===== src/rtl/note_distributor.sv =====
`default_nettype none
// ============================================================================
//  Module   : note_distributor
//  Purpose  : Takes {note, duration} pairs from a song reader through a
//             2-entry FIFO and hands each one to a free downstream note player.
//             Players are chosen round-robin. If every player stays busy for
//             too long, the player that has gone longest since its last load
//             is stolen. Rests and zero-length notes are discarded without
//             producing a load pulse.
//  Ports    : clk, reset          - single clock, synchronous active-high reset
//             play_enable         - gates dispatch, pops and the stall counter
//             note_in/duration_in - 6-bit note / duration, qualified by note_valid
//             note_ready          - FIFO not full
//             player_playing      - per-player busy flags
//             load_note           - one-hot, one-cycle load pulse
//             note_out/duration_out - note for the player just loaded (held)
//             steal_count         - saturating count of steals since reset
//  Revision : 1.0 - initial release
// ============================================================================
module note_distributor #(
  parameter int NUM_PLAYERS = 3,
  parameter int STALL_LIMIT = 16
) (
  input  logic                   clk,
  input  logic                   reset,
  input  logic                   play_enable,
  input  logic [5:0]             note_in,
  input  logic [5:0]             duration_in,
  input  logic                   note_valid,
  output logic                   note_ready,
  input  logic [NUM_PLAYERS-1:0] player_playing,
  output logic [NUM_PLAYERS-1:0] load_note,
  output logic [5:0]             note_out,
  output logic [5:0]             duration_out,
  output logic [7:0]             steal_count
);

  localparam int                     c_IDX_W    = 3;  // enough for up to 8 players
  localparam logic [7:0]             c_STALL_LAST = 8'(STALL_LIMIT - 1);
  localparam logic [NUM_PLAYERS-1:0] c_ONE_HOT0 = {{(NUM_PLAYERS-1){1'b0}}, 1'b1};

  typedef enum logic [1:0] {
    S_IDLE = 2'd0,
    S_EVAL = 2'd1,
    S_WAIT = 2'd2,
    S_LOAD = 2'd3
  } state_t;

  state_t                   r_state;

  // FIFO
  logic [5:0]               r_fifo_note [2];
  logic [5:0]               r_fifo_dur  [2];
  logic                     r_rd_ptr;
  logic                     r_wr_ptr;
  logic [1:0]               r_count;

  // Player bookkeeping
  logic [c_IDX_W-1:0]       r_last;               // index of the last player loaded
  logic [1:0]               r_mask [NUM_PLAYERS]; // nonzero = recently loaded
  logic [NUM_PLAYERS-1:0]   r_loaded;             // player has been loaded since reset
  logic [c_IDX_W-1:0]       r_rank [NUM_PLAYERS]; // 0 = most recently loaded
  logic [7:0]               r_stall;

  // Registered outputs
  logic [NUM_PLAYERS-1:0]   r_load_note;
  logic [5:0]               r_note_out;
  logic [5:0]               r_dur_out;
  logic [7:0]               r_steal_count;

  logic                     w_push;
  logic                     w_pop;
  logic [1:0]               w_count_next;
  logic [5:0]               w_head_note;
  logic [5:0]               w_head_dur;
  logic                     w_head_rest;
  logic [NUM_PLAYERS-1:0]   w_elig;
  logic                     w_rr_found;
  logic [c_IDX_W-1:0]       w_rr_sel;
  logic                     w_never;
  logic [c_IDX_W-1:0]       w_old_sel;
  logic [c_IDX_W-1:0]       w_max_rank;
  logic                     w_do_load;
  logic                     w_do_steal;
  logic                     w_rest_pop;
  logic [c_IDX_W-1:0]       w_sel;

  assign note_ready   = (r_count != 2'd2);
  assign load_note    = r_load_note;
  assign note_out     = r_note_out;
  assign duration_out = r_dur_out;
  assign steal_count  = r_steal_count;

  assign w_push       = note_valid && note_ready;
  assign w_pop        = w_rest_pop || w_do_load;
  assign w_count_next = r_count + {1'b0, w_push} - {1'b0, w_pop};
  assign w_head_note  = r_fifo_note[r_rd_ptr];
  assign w_head_dur   = r_fifo_dur[r_rd_ptr];
  assign w_head_rest  = (w_head_note == 6'd0) || (w_head_dur == 6'd0);

  generate
    for (genvar gi = 0; gi < NUM_PLAYERS; gi++) begin : g_elig
      assign w_elig[gi] = !player_playing[gi] && (r_mask[gi] == 2'd0);
    end
  endgenerate

  // Round-robin search starting just after the last player loaded.
  always_comb begin
    w_rr_found = 1'b0;
    w_rr_sel   = '0;
    for (int k = 1; k <= NUM_PLAYERS; k++) begin
      if (!w_rr_found && w_elig[(int'(r_last) + k) % NUM_PLAYERS]) begin
        w_rr_found = 1'b1;
        w_rr_sel   = c_IDX_W'((int'(r_last) + k) % NUM_PLAYERS);
      end
    end
  end

  // Oldest player: lowest-index never-loaded player, otherwise the loaded
  // player with the highest recency rank (ranks are unique once loaded).
  always_comb begin
    w_never    = 1'b0;
    w_old_sel  = '0;
    w_max_rank = '0;
    for (int i = 0; i < NUM_PLAYERS; i++) begin
      if (!r_loaded[i] && !w_never) begin
        w_never   = 1'b1;
        w_old_sel = c_IDX_W'(i);
      end
    end
    if (!w_never) begin
      for (int i = 0; i < NUM_PLAYERS; i++) begin
        if (r_rank[i] > w_max_rank) begin
          w_max_rank = r_rank[i];
          w_old_sel  = c_IDX_W'(i);
        end
      end
    end
  end

  // Dispatch decision for this cycle.
  always_comb begin
    w_do_load  = 1'b0;
    w_do_steal = 1'b0;
    w_rest_pop = 1'b0;
    w_sel      = '0;
    if (play_enable) begin
      case (r_state)
        S_EVAL: begin
          if (r_count != 2'd0) begin
            if (w_head_rest) begin
              w_rest_pop = 1'b1;
            end else if (w_rr_found) begin
              w_do_load = 1'b1;
              w_sel     = w_rr_sel;
            end
          end
        end
        S_WAIT: begin
          if (w_rr_found) begin
            w_do_load = 1'b1;
            w_sel     = w_rr_sel;
          end else if (r_stall >= c_STALL_LAST) begin
            w_do_load  = 1'b1;
            w_do_steal = 1'b1;
            w_sel      = w_old_sel;
          end
        end
        default: ;
      endcase
    end
  end

  // FIFO storage needs no reset; validity is tracked by r_count.
  always_ff @(posedge clk) begin
    if (w_push) begin
      r_fifo_note[r_wr_ptr] <= note_in;
      r_fifo_dur[r_wr_ptr]  <= duration_in;
    end
  end

  always_ff @(posedge clk) begin
    if (reset) begin
      r_state       <= S_IDLE;
      r_rd_ptr      <= 1'b0;
      r_wr_ptr      <= 1'b0;
      r_count       <= 2'd0;
      r_last        <= c_IDX_W'(NUM_PLAYERS - 1);
      r_loaded      <= '0;
      r_stall       <= 8'd0;
      r_load_note   <= '0;
      r_note_out    <= 6'd0;
      r_dur_out     <= 6'd0;
      r_steal_count <= 8'd0;
      for (int i = 0; i < NUM_PLAYERS; i++) begin
        r_mask[i] <= 2'd0;
        r_rank[i] <= '0;
      end
    end else begin
      r_load_note <= '0;
      r_count     <= w_count_next;
      if (w_push) r_wr_ptr <= ~r_wr_ptr;
      if (w_pop)  r_rd_ptr <= ~r_rd_ptr;

      // Masks count down the pulse cycle plus the two cycles after it.
      for (int i = 0; i < NUM_PLAYERS; i++) begin
        if (r_mask[i] != 2'd0) r_mask[i] <= r_mask[i] - 2'd1;
      end

      if (w_do_load) begin
        r_load_note    <= c_ONE_HOT0 << w_sel;
        r_note_out     <= w_head_note;
        r_dur_out      <= w_head_dur;
        r_last         <= w_sel;
        r_mask[w_sel]  <= 2'd3;
        r_loaded[w_sel] <= 1'b1;
        r_stall        <= 8'd0;
        // Everyone more recent than the loaded player ages by one.
        for (int i = 0; i < NUM_PLAYERS; i++) begin
          if (i == int'(w_sel)) begin
            r_rank[i] <= '0;
          end else if (r_loaded[i] && (!r_loaded[w_sel] || r_rank[i] < r_rank[w_sel])) begin
            r_rank[i] <= r_rank[i] + 1'b1;
          end
        end
        if (w_do_steal && r_steal_count != 8'hFF) begin
          r_steal_count <= r_steal_count + 8'd1;
        end
      end

      case (r_state)
        // IDLE only means "FIFO empty", so it follows the FIFO even while
        // dispatch is disabled; all other transitions wait for play_enable.
        S_IDLE: begin
          if (w_count_next != 2'd0) r_state <= S_EVAL;
        end
        S_EVAL: begin
          if (play_enable) begin
            if (w_do_load) begin
              r_state <= S_LOAD;
            end else if (r_count == 2'd0 || w_rest_pop) begin
              r_state <= (w_count_next != 2'd0) ? S_EVAL : S_IDLE;
            end else begin
              r_state <= S_WAIT;
              r_stall <= 8'd0;
            end
          end
        end
        S_WAIT: begin
          if (play_enable) begin
            if (w_do_load) r_state <= S_LOAD;
            else           r_stall <= r_stall + 8'd1;
          end
        end
        S_LOAD: begin
          if (play_enable) r_state <= (w_count_next != 2'd0) ? S_EVAL : S_IDLE;
        end
        default: r_state <= S_IDLE;
      endcase
    end
  end

endmodule
`default_nettype wire


===== config.mk =====
export PLATFORM = sky130hd
export DESIGN_NAME = note_distributor
export DESIGN_NICKNAME = d
export VERILOG_FILES = /design/src/rtl/note_distributor.sv
export SDC_FILE = /design/constraint.sdc
export NUM_CORES = 1
export LEC_CHECK = 0
export BUFFER_PORTS_ARGS = -buffer_cell sky130_fd_sc_hd__buf_2
export CORE_ASPECT_RATIO = 1.4
export CORE_MARGIN = 3
export CORE_UTILIZATION = 40
export CTS_BUF_LIST = sky130_fd_sc_hd__clkbuf_4
export DETAILED_ROUTE_END_ITERATION = 12
export PLACE_DENSITY = 0.55
export SYNTH_ARGS = -nofsm -noshare
export SYNTH_HDL_FRONTEND = slang
export SYNTH_SLANG_ARGS = --single-unit

===== constraint.sdc =====
create_clock -name clk -period 6.6 [get_ports clk]
set_input_delay 1.32 -clock clk [delete_from_list [all_inputs] [get_ports clk]]
set_output_delay 1.32 -clock clk [all_outputs]
set_load 0.005 [all_outputs]

; Word-level counts from Yosys, hierarchy flattened
; Memories as Yosys holds them, arrays and structs flattened. A register that Yosys moved wholly into a read port is not among the register bits.
; Cells that the tools add are included.
; W data, S select, Z words.
[classes]
addsub = 13
n_reduce_logical = 44
n_mux = 125
div = 3
n_shift = 1
n_lt_le_gt_ge = 12
bitwise = 13
eq_ne = 12
[ops]
columns = operator, count
row1 = $lt A32 B4 Y1 const B, 3
row2 = $mod A32 B3 Y32 const B, 3
row3 = $mux W1, 76
row4 = $mux W3, 24
row5 = $mux W8, 6
row6 = $mux W2, 10
row7 = $add A8 B1 Y8 const B, 2
row8 = $pmux W8 S2, 1
row9 = $logic_and A1 B1 Y1, 13
row10 = $logic_not A6 Y1, 2
row11 = $ne A2 B2 Y1 const B, 6
row12 = $logic_not A2 Y1, 5
row13 = $reduce_bool A2 Y1, 5
row14 = $add A3 B1 Y3 const B, 3
row15 = $logic_not A1 Y1, 9
row16 = $lt A3 B3 Y1, 3
row17 = $or A1 B1 Y1, 9
row18 = $add A3 B2 Y4 const B, 2
row19 = $bmux W1 S2, 4
row20 = $ge A8 B4 Y1 const B, 1
row21 = $ne A8 B8 Y1 const B, 1
row22 = $pmux W2 S4, 1
row23 = $gt A3 B3 Y1, 2
row24 = $logic_or A1 B1 Y1, 6
row25 = 21 further kinds, 26
[totals]
ram_bits = 39
memories = 4
reg_bits = 43
wordCells = 238
output_inout_bits = 24
input_bits = 19
[mem_list]
columns = name, depth, word_bits, rd, rd_clocked_by_memory_dff, write_ports, line
row1 = r_fifo_dur, 2, 6, 1, 1, 1, 53  ; logic [5:0] r_fifo_dur [2];
row2 = r_fifo_note, 2, 6, 1, 1, 1, 52  ; logic [5:0] r_fifo_note [2];
row3 = r_rank, 3, 3, 4, 0, 3, 62  ; logic [c_IDX_W-1:0] r_rank [NUM_PLAYERS];
row4 = r_mask, 3, 2, 3, 0, 4, 60  ; logic [1:0] r_mask [NUM_PLAYERS];

; Longest topological paths before layout
; Gate-level depths: netlist (run 1).
; An unclocked memory read counts as a cell.
[logic_depth]
word_depth = 29
mapped_depth = 29
depth_no_buf = 26

; Least setup slack after synthesis (run 1)
; Ideal clock, no wire load.
[synth_path]
path_kind = register -> register
from = register r_last[0]
to = register r_state[0]
t_arrival_ns = 5.425
setup_time_ns = 0.137
stages_incl_launch_ff = 28
slack_ns = 1.038
path_cell_list = dfxtp_1 > buf_6 > inv_1 > ha_1 > xnor2_4 > and2_1 > ha_1 > ha_1 > o21bai_1 > o21ai_0 > nand2_1 > ha_1 > o311ai_4 > a21oi_1 > or2_1 > buf_6 > o41ai_1 > buf_2 > o21ai_0 > ha_1 > inv_1 > ha_1 > xor2_1 > xnor2_1 > nor2b_1 > o21ai_0 > a2111oi_0 > a211oi_1
[synth_between]
elab_chain_len = 25
elab_cells_between_ends = 40
cone_classes = 4 x add/sub / 3 x div / 2 x eq/ne / 24 x mux / 7 x reduce/logical
[synth_lines]
columns = element, line
row1 = "start, declared", 59  ; logic [c_IDX_W-1:0] r_last;
row2 = "start signal, assigned", 188  ; r_last <= c_IDX_W'(NUM_PLAYERS - 1);
row3 = "start signal, assigned", 214  ; r_last <= w_sel;
row4 = $add A3 B1 Y4, 112  ; if (!w_rr_found && w_elig[(int'(r_last) + k) % NUM_PLAYERS]) begin
row5 = $mod A32 B3 Y32, 112
row6 = $bmux W1 S2, 112
row7 = $mux W1 (implied by the code) (2 in series), 112
row8 = $mux W1, 112
row9 = $logic_not A1 Y1, 112
row10 = $logic_and A1 B1 Y1, 112
row11 = $mux W1, 112
row12 = (+8 left out), --
row13 = $logic_or A1 B1 Y1, 95  ; assign w_pop = w_rest_pop || w_do_load;
row14 = $sub A2 B1 Y2, 96  ; assign w_count_next = r_count + {1'b0, w_push} - {1'b0, w_pop};
row15 = $reduce_bool A2 Y1, "235, 242, 256"
row16 = $mux W1, "242, 256"
row17 = $mux W2, 241  ; end else if (r_count == 2'd0 || w_rest_pop) begin
row18 = $mux W2, 239  ; if (w_do_load) begin
row19 = $mux W2, 238  ; if (play_enable) begin
row20 = $pmux W2 S4, 231  ; case (r_state)
row21 = "end signal, assigned", 242  ; r_state <= (w_count_next != 2'd0) ? S_EVAL : S_IDLE;
row22 = "end signal, assigned", 256  ; if (play_enable) r_state <= (w_count_next != 2'd0) ? S_EVAL : S_IDLE;
row23 = "end, declared", 49  ; state_t r_state;
; Every way passes the cells marked *; elsewhere a longest branch is shown, timed or not. The select of a mux whose other input is x is not followed.
; A chain may end at the register's enable or synchronous reset.

; Worst setup path after layout (run 1)
[layout_path]
from = register r_last[1]
to = register r_state[0]
; The elaborated chain is that of the path after synthesis.

==> flow_summary.yaml, run 1 <==
placed_design:
  place_congestion: 0.824
  pre_cts_ws_ns: 0.626
  portBuffers: 42
  dp_cells: 751
  hpwlAfterDp_um: 9140
layout:
  fin_cells: 768
  area_growth_pct: 9.61
  final_nets: 646
  mostFrequentLayoutCells: "nor2_1 (54), dfxtp_1 (50), ha_1 (43)"
  drive_gt1_share_pct: 17.7
  final_common_cell: "nor2_1"
  fill_cells: 1296
clocking:
  cts_tree: "built"
  cts_sinks: 83
  root_buffer: "clkbuf_4"
  cts_setup_buffers: 0
  clock_latency_ns: 0.46
  cts_resized: 0
  ctsHtreeMaxLevel: 3
  cts-buffers-inserted: 9
  hold_buffers: 0
  clk_pin_slew_ns: 0.15
  clockBufferDepth: 2
floorplan:
  fp.dieArea_um2: 14800
  coreArea_um2: 12900
  initial_core_util_pct: 41.3
  chipWidth_um: 104
  fp.dieH_um: 143
  std_cell_rows: 49
  ios: 43
grt:
  grt_overflow: 0
  antenna_found_initial: 1
  grt_pass1_vias: 4191
  grt_max_degree: 47
  grtUsageTotal_pct: 16.6
  grt_pass1_wl_um: 20200
synthesis:
  synth_area_leaders: "dfxtp_1 (19%), edfxtp_1 (19%), ha_1 (10%)"
  synth_top_family_by_area: "compound AO/OA/AOI/OAI gates"
  syn_area_um2: 5340
  synth_cell_types: 89
  ys_async_sr_fraction_pct: 0
  syn_avg_cell_area_um2: 9.76
  synth_xor_area_share_pct: 4.57
  ys_ff_latch: 83
  synth_nets: 609
  yosys_warnings: 0
  yosys.area_share.simple_pct: 16.5
  syn_inst: 547
  synth_fa_ha_area_share_pct: 10.5
  yosys_most_used_dff: "dfxtp_1"
  synth-edff-count: 33
  synth-seq-area-share_pct: 37.3
  yosysTopAreaCellShare_pct: 18.7
  synth_top_area_cell: "dfxtp_1"
  synthMuxAreaShare_pct: 4.94
  synth_compound_area_share_pct: 21.6
setup_path:
  crit_fanout: 10
  cp_num_buf_inv: 2
  crit_type: "reg -> reg"
  cp.arrival_ns: 6.29
  reg2reg_depth: 24
  cp_top_family: "compound AO/OA/AOI/OAI gates"
  cp.depth: 24
  crit_path_top_delay_cell: "dfxtp_1"
  ff2ff_setup_slack_ns: 0.61
  cp.required_ns: 6.90
  r2r-end: "r_state[0]"
  endpoint_kind: "flop"
  reg2reg_from: "r_last[1]"
  crit_top_cell: "ha_1"
  cp-start-kind: "flop"
  crit_chain: "inv_1 > ha_1 > xnor2_4 > and2_1 > ha_1 > ha_1 > o21bai_1 > o21ai_0 > nand2_1 > ha_1 > o311ai_4 > a21oi_1 > or2_1 > o41ai_2 > o21ai_0 > ha_1 > inv_1 > ha_1 > xor2_1 > xnor2_1 > nor2b_1 > o21ai_0 > a2111oi_0 > a211oi_1"
  cpPeakStageDelay_ns: 0.56
timing:
  clock_skew_ns: 0.0234
  grt_setup_unrepaired: "false"
  finalCritPeriodShare_pct: 90.8
  slew_headroom_pct: 30.5
  tightest_slew_ns: 1.04
  finalHoldViolCount: 0
  fin_hold_ws_ns: 0.445
  setup_viol: 0
  timing.fmax_ghz: 0.167
  setup_slack_ns: 0.609
  post-route-min-period_ns: 5.99
  fin_setup_tns_ns: 0
  maxSlewViolCount: 0
outcome:
  status: "complete, no violations"
routing:
  drt-initial-drc-count: 111
  detail_route.vias_per_cell: 5.44
  antenna_left: 0
  dr.pass1.iters: 5
  drt-wirelength-per-cell_um: 15.6
  drc: 0
  wl_um: 12000
  vias: 4176
worst_hold_path:
  hold_path_end: "r_stall[5]"
  hp-class: "reg -> reg"
  worstHoldStart: "r_stall[5]"
  hold_depth: 2
pwr:
  peakVddDrop_uv: 132
  leakagePower_nw: 2.24
  power.density_nw_per_um2: 230
run:
  cap_violations: 0
kinds of logic after synthesis:
kind of cell               after synthesis
adders and majority gates               45
buffers and inverters                   58
xor gates and xnor gates                24
DFF                                     83
AOI/OAI and AO/OA                      142
muxes                                   26
and+or+nand+nor                        169
power by group:
part / switching (W) / total [W] / internal, W / leakage, nW
clock network: 0.000212 / 0.000304 / 0.0000919 / 0.0796
registers: 0.0000355 / 0.000621 / 0.000586 / 0.723
logic: 0.000253 / 0.000421 / 0.000167 / 1.43
state kept, by name, summed over array words and instances, names as in the netlist, 2 cells and up, named ones only:
register	flops
r_fifo_dur	12
r_fifo_note	12
r_rank	9
r_stall	8
steal_count	8
duration_out	6
note_out	6
r_mask	6
load_note	3
r_last	3
r_loaded	3
r_count	2
synthesized netlist by cell type (all sizes together) (4+ instances only):
library cell,n
a31oi,4
o2111ai,6
clkbuf,10
ha,43
a22oi,8
nand4,12
o32ai,4
nand3,15
and3,9
xor2,13
buf,10
or2,4
dfxtp,50
nand2,28
inv,37
a221oi,5
o21ai,20
mux2i,23
a22o,4
nor2,56
edfxtp,33
nor4,10
a21oi,26
nor2b,10
xnor2,11
a21o,5
o211ai,6
nor3,9
a211oi,19
nand2b,5
stage by stage:
| stage | util, % | total power [W] | instance area [um2] |
|---|---|---|---|
| after floorplan | - | 0.000960 | 5340 |
| after global placement | 44.1 | 0.00104 | 5710 |
| after detailed placement | 44.1 | 0.00106 | 5710 |
| after CTS | 45.2 | 0.00137 | 5850 |
| after global routing | 45.2 | 0.00145 | 5850 |
| final | 45.2 | 0.00135 | 5850 |
worst max path at each step:
stage	to	slack [ns]	startpoint
2_1_floorplan	r_state[0]	1.04	r_last[0]
3_3_place_gp	r_state[0]	0.90	r_last[2]
3_5_place_dp	r_state[0]	0.63	r_last[1]
4_1_cts	r_state[0]	0.59	r_last[1]
5_1_grt	r_state[0]	0.09	r_last[1]
6_report	r_state[0]	0.61	r_last[1]
layout make-up:
type,count,area (um2),area share (%)
antenna,1,2.50,0.0428
timing repair buffer,46,240,4.11
tap,178,223,3.81
multi-input combinational,406,3110,53.1
clock buffer,9,67.6,1.15
sequential,83,1990,34.0
inverter,38,143,2.44
clock inverter,7,76.3,1.30
layer usage:
metal	part of all wire, %	GRT usage, %
met5	0	0
met2	52	30.8
met1	42	18.9
met4	2.6	7.07
met3	2.9	2.80
worst min-delay path, stage by stage, from the launching register on:
cell and delay (ns):
dfxtp_1 0.34, inv_1 0.05, nor2_1 0.04
(Power assumes the default switching activity.)
==> run 2: changes to the inputs <==
ABC_AREA = 1   (was default)
REMOVE_ABC_BUFFERS = 1   (was default)
==> flow_summary.yaml, run 2 <==
layout:
  final_common_cell: "nand2_1"
  mostFrequentLayoutCells: "nand2_1 (138), inv_1 (96), nand3_1 (67)"
  area_growth_pct: 9.94
  seq_area_um2: 1990
  reg_top3: "r_fifo_dur x12, r_fifo_note x12, r_rank x9"
  fill_cells: 1269
  final_nets: 771
  drive_gt1_share_pct: 16.5
  fin_cells: 865
  multiInputGateArea_um2: 2770
synthesis:
  ys_ff_latch: 83
  syn_avg_cell_area_um2: 7.82
  yosys_warnings: 0
  yosys_most_used_dff: "dfxtp_1"
  synth_area_leaders: "dfxtp_1 (19%), edfxtp_1 (19%), ha_1 (10%)"
  ys_async_sr_fraction_pct: 0
  synth_top_area_cell: "dfxtp_1"
  synth_common_cells: "nand2_1 (138), inv_1 (96), nand3_1 (67)"
  syn_area_um2: 5200
  synth-seq-area-share_pct: 38.3
  yosysMostFrequentCell: "nand2_1"
  synth_cell_types: 47
  syn_inst: 665
  synth-edff-count: 33
  yosysTopAreaCellShare_pct: 19.2
grt:
  grt_pass1_wl_um: 19600
  grt_pass1_vias: 4234
  grt_max_degree: 21
  antenna_found_initial: 1
  met1_usage_pct: 20.0
  grtUsageTotal_pct: 16.8
  grt_util_met2_pct: 30.2
  grt_overflow: 0
  busiest_layer: "met2"
  use_met3_pct: 2.67
placed_design:
  place_congestion: 0.893
  portBuffers: 42
  hpwlAfterDp_um: 8990
  dp_cells: 848
  pre_cts_ws_ns: 1.19
routing:
  detail_route.vias_per_cell: 5.02
  vias: 4342
  drc: 0
  dr.pass1.iters: 4
  wl_um: 11500
  antenna_left: 0
  drt-wirelength-per-cell_um: 13.3
  drt-initial-drc-count: 151
pwr:
  seqPwrFrac_pct: 39.6
  clkPwrFrac_pct: 19.1
  switchingPower_w: 0.000681
  leakagePower_nw: 2.64
  p_int_w: 0.000960
  pwr-share-comb_pct: 41.3
  power.density_nw_per_um2: 287
  totalPowerFinal_w: 0.00164
  peakVddDrop_uv: 192
  swShare_pct: 41.5
run:
  cap_violations: 0
setup_path:
  cp.required_ns: 6.92
  ff2ff_setup_slack_ns: 1.15
  crit_type: "reg -> reg"
  crit_path_top_delay_cell: "dfxtp_1"
  crit_top_cell: "nand2_1"
  reg2reg_depth: 36
  cp.arrival_ns: 5.77
  cp-start-kind: "flop"
  cpPeakStageDelay_ns: 0.63
  reg2reg_from: "r_last[0]"
  crit_fanout: 11
  r2r-end: "r_state[0]"
  endpoint_kind: "flop"
timing:
  clock_skew_ns: 0.0233
  tightest_slew_ns: 1.07
  timing.fmax_ghz: 0.183
  slew_headroom_pct: 28.4
  finalCritPeriodShare_pct: 82.6
  post-route-min-period_ns: 5.45
  finalHoldViolCount: 0
  setup_slack_ns: 1.15
  maxSlewViolCount: 0
  grt_setup_unrepaired: "false"
  fin_setup_tns_ns: 0
  setup_viol: 0
  fin_hold_ws_ns: 0.479
floorplan:
  chipWidth_um: 102
  ios: 43
  fp.dieArea_um2: 14400
  initial_core_util_pct: 41.4
  std_cell_rows: 48
  coreArea_um2: 12600
  fp.dieH_um: 141
clocking:
  clk_pin_slew_ns: 0.14
  cts_setup_buffers: 0
  cts_tree: "built"
  hold_buffers: 0
  cts_resized: 0
  cts_sinks: 83
  ctsHtreeMaxLevel: 3
  root_buffer: "clkbuf_4"
  clock_latency_ns: 0.44
  clockBufferDepth: 2
  cts-buffers-inserted: 9
worst_hold_path:
  hold_path_end: "note_out[4]"
  hp-class: "reg -> reg"
  worstHoldStart: "note_out[4]"
  hold_depth: 2
outcome:
  status: "complete, no violations"
==> run 2: cell count changes after synthesis, moves of 7 or more <==
cell      before  now
nor4_1         9    2
nand3_2        0    8
nor2b_1       10    0
mux2i_1       23    4
and3_1         8    1
o21ai_0       15   29
xor2_1        12    5
nand2_1       27  138
inv_1         37   96
nand2_2        0   26
nand3_1       15   67
a211oi_1      17    1
==> run 2: logic make-up (layout without fill, tap and decap cells) <==
logic type	Yosys count	count (layout)	synth area share [%]
simple gates	322	322	30.0
buf+inv	116	165	8.45
compound gates	88	88	10.6
flops	83	83	38.3
fa+ha+maj	43	43	10.3
xor+xnor	9	9	1.52
mux	4	4	0.770
other cells	0	1	0
==> run 2: how the worst max path moves through the flow <==
stage / start / end / slack [ns]
floorplan: r_last[0] / r_state[0] / 1.83
global placement: r_last[0] / r_state[0] / 1.42
detailed placement: r_last[0] / r_state[0] / 1.19
CTS: r_last[0] / r_state[0] / 1.15
global route: r_last[0] / r_state[0] / 0.56
finish: r_last[0] / r_state[0] / 1.15
==> run 2: per-stage QoR <==
step / util (%) / area, um2
final: 45.5 / 5720
after global routing: 45.5 / 5720
after CTS: 45.5 / 5710
after detailed placement: 44.3 / 5570
after global placement: 44.3 / 5570
after floorplan: - / 5160
==> run 2: area by class of cell <==
cell class              count  share of cell area (%)
diodes                      1                  0.0438
multi-input cells         466                    48.4
clock buffers               9                    1.18
repair buffers             43                    3.81
well taps                 150                    3.28
flip-flops and latches     83                    34.8
clock inverters             7                    1.42
inverters                 106                    6.98
==> run 2: routing by layer <==
layer,up-vias,routed length [um]
met4,0,193
met1,1994,5020
li1,2279,-
met2,58,5940
met3,11,327
met5,-,0
==> run 2: power groups by stage <==
stage | sequential [W] | combinational (W) | clock (W)
global placement | 0.000660 | 0.000660 | 0
CTS | 0.000651 | 0.000681 | 0.000329
floorplan | 0.000650 | 0.000529 | 0
detailed placement | 0.000662 | 0.000678 | 0
global route | 0.000658 | 0.000778 | 0.000346
finish | 0.000650 | 0.000677 | 0.000314
==> run 2: worst max-delay path, delay by kind of cell (launching register included) <==
family                     cells  cell delay (ns)
and+or+nand+nor               19             1.77
xor gates and xnor gates       2             0.30
DFF                            1             0.63
buffers and inverters          5             0.56
adders and majority gates      6             1.38
AOI/OAI and AO/OA              4             0.68
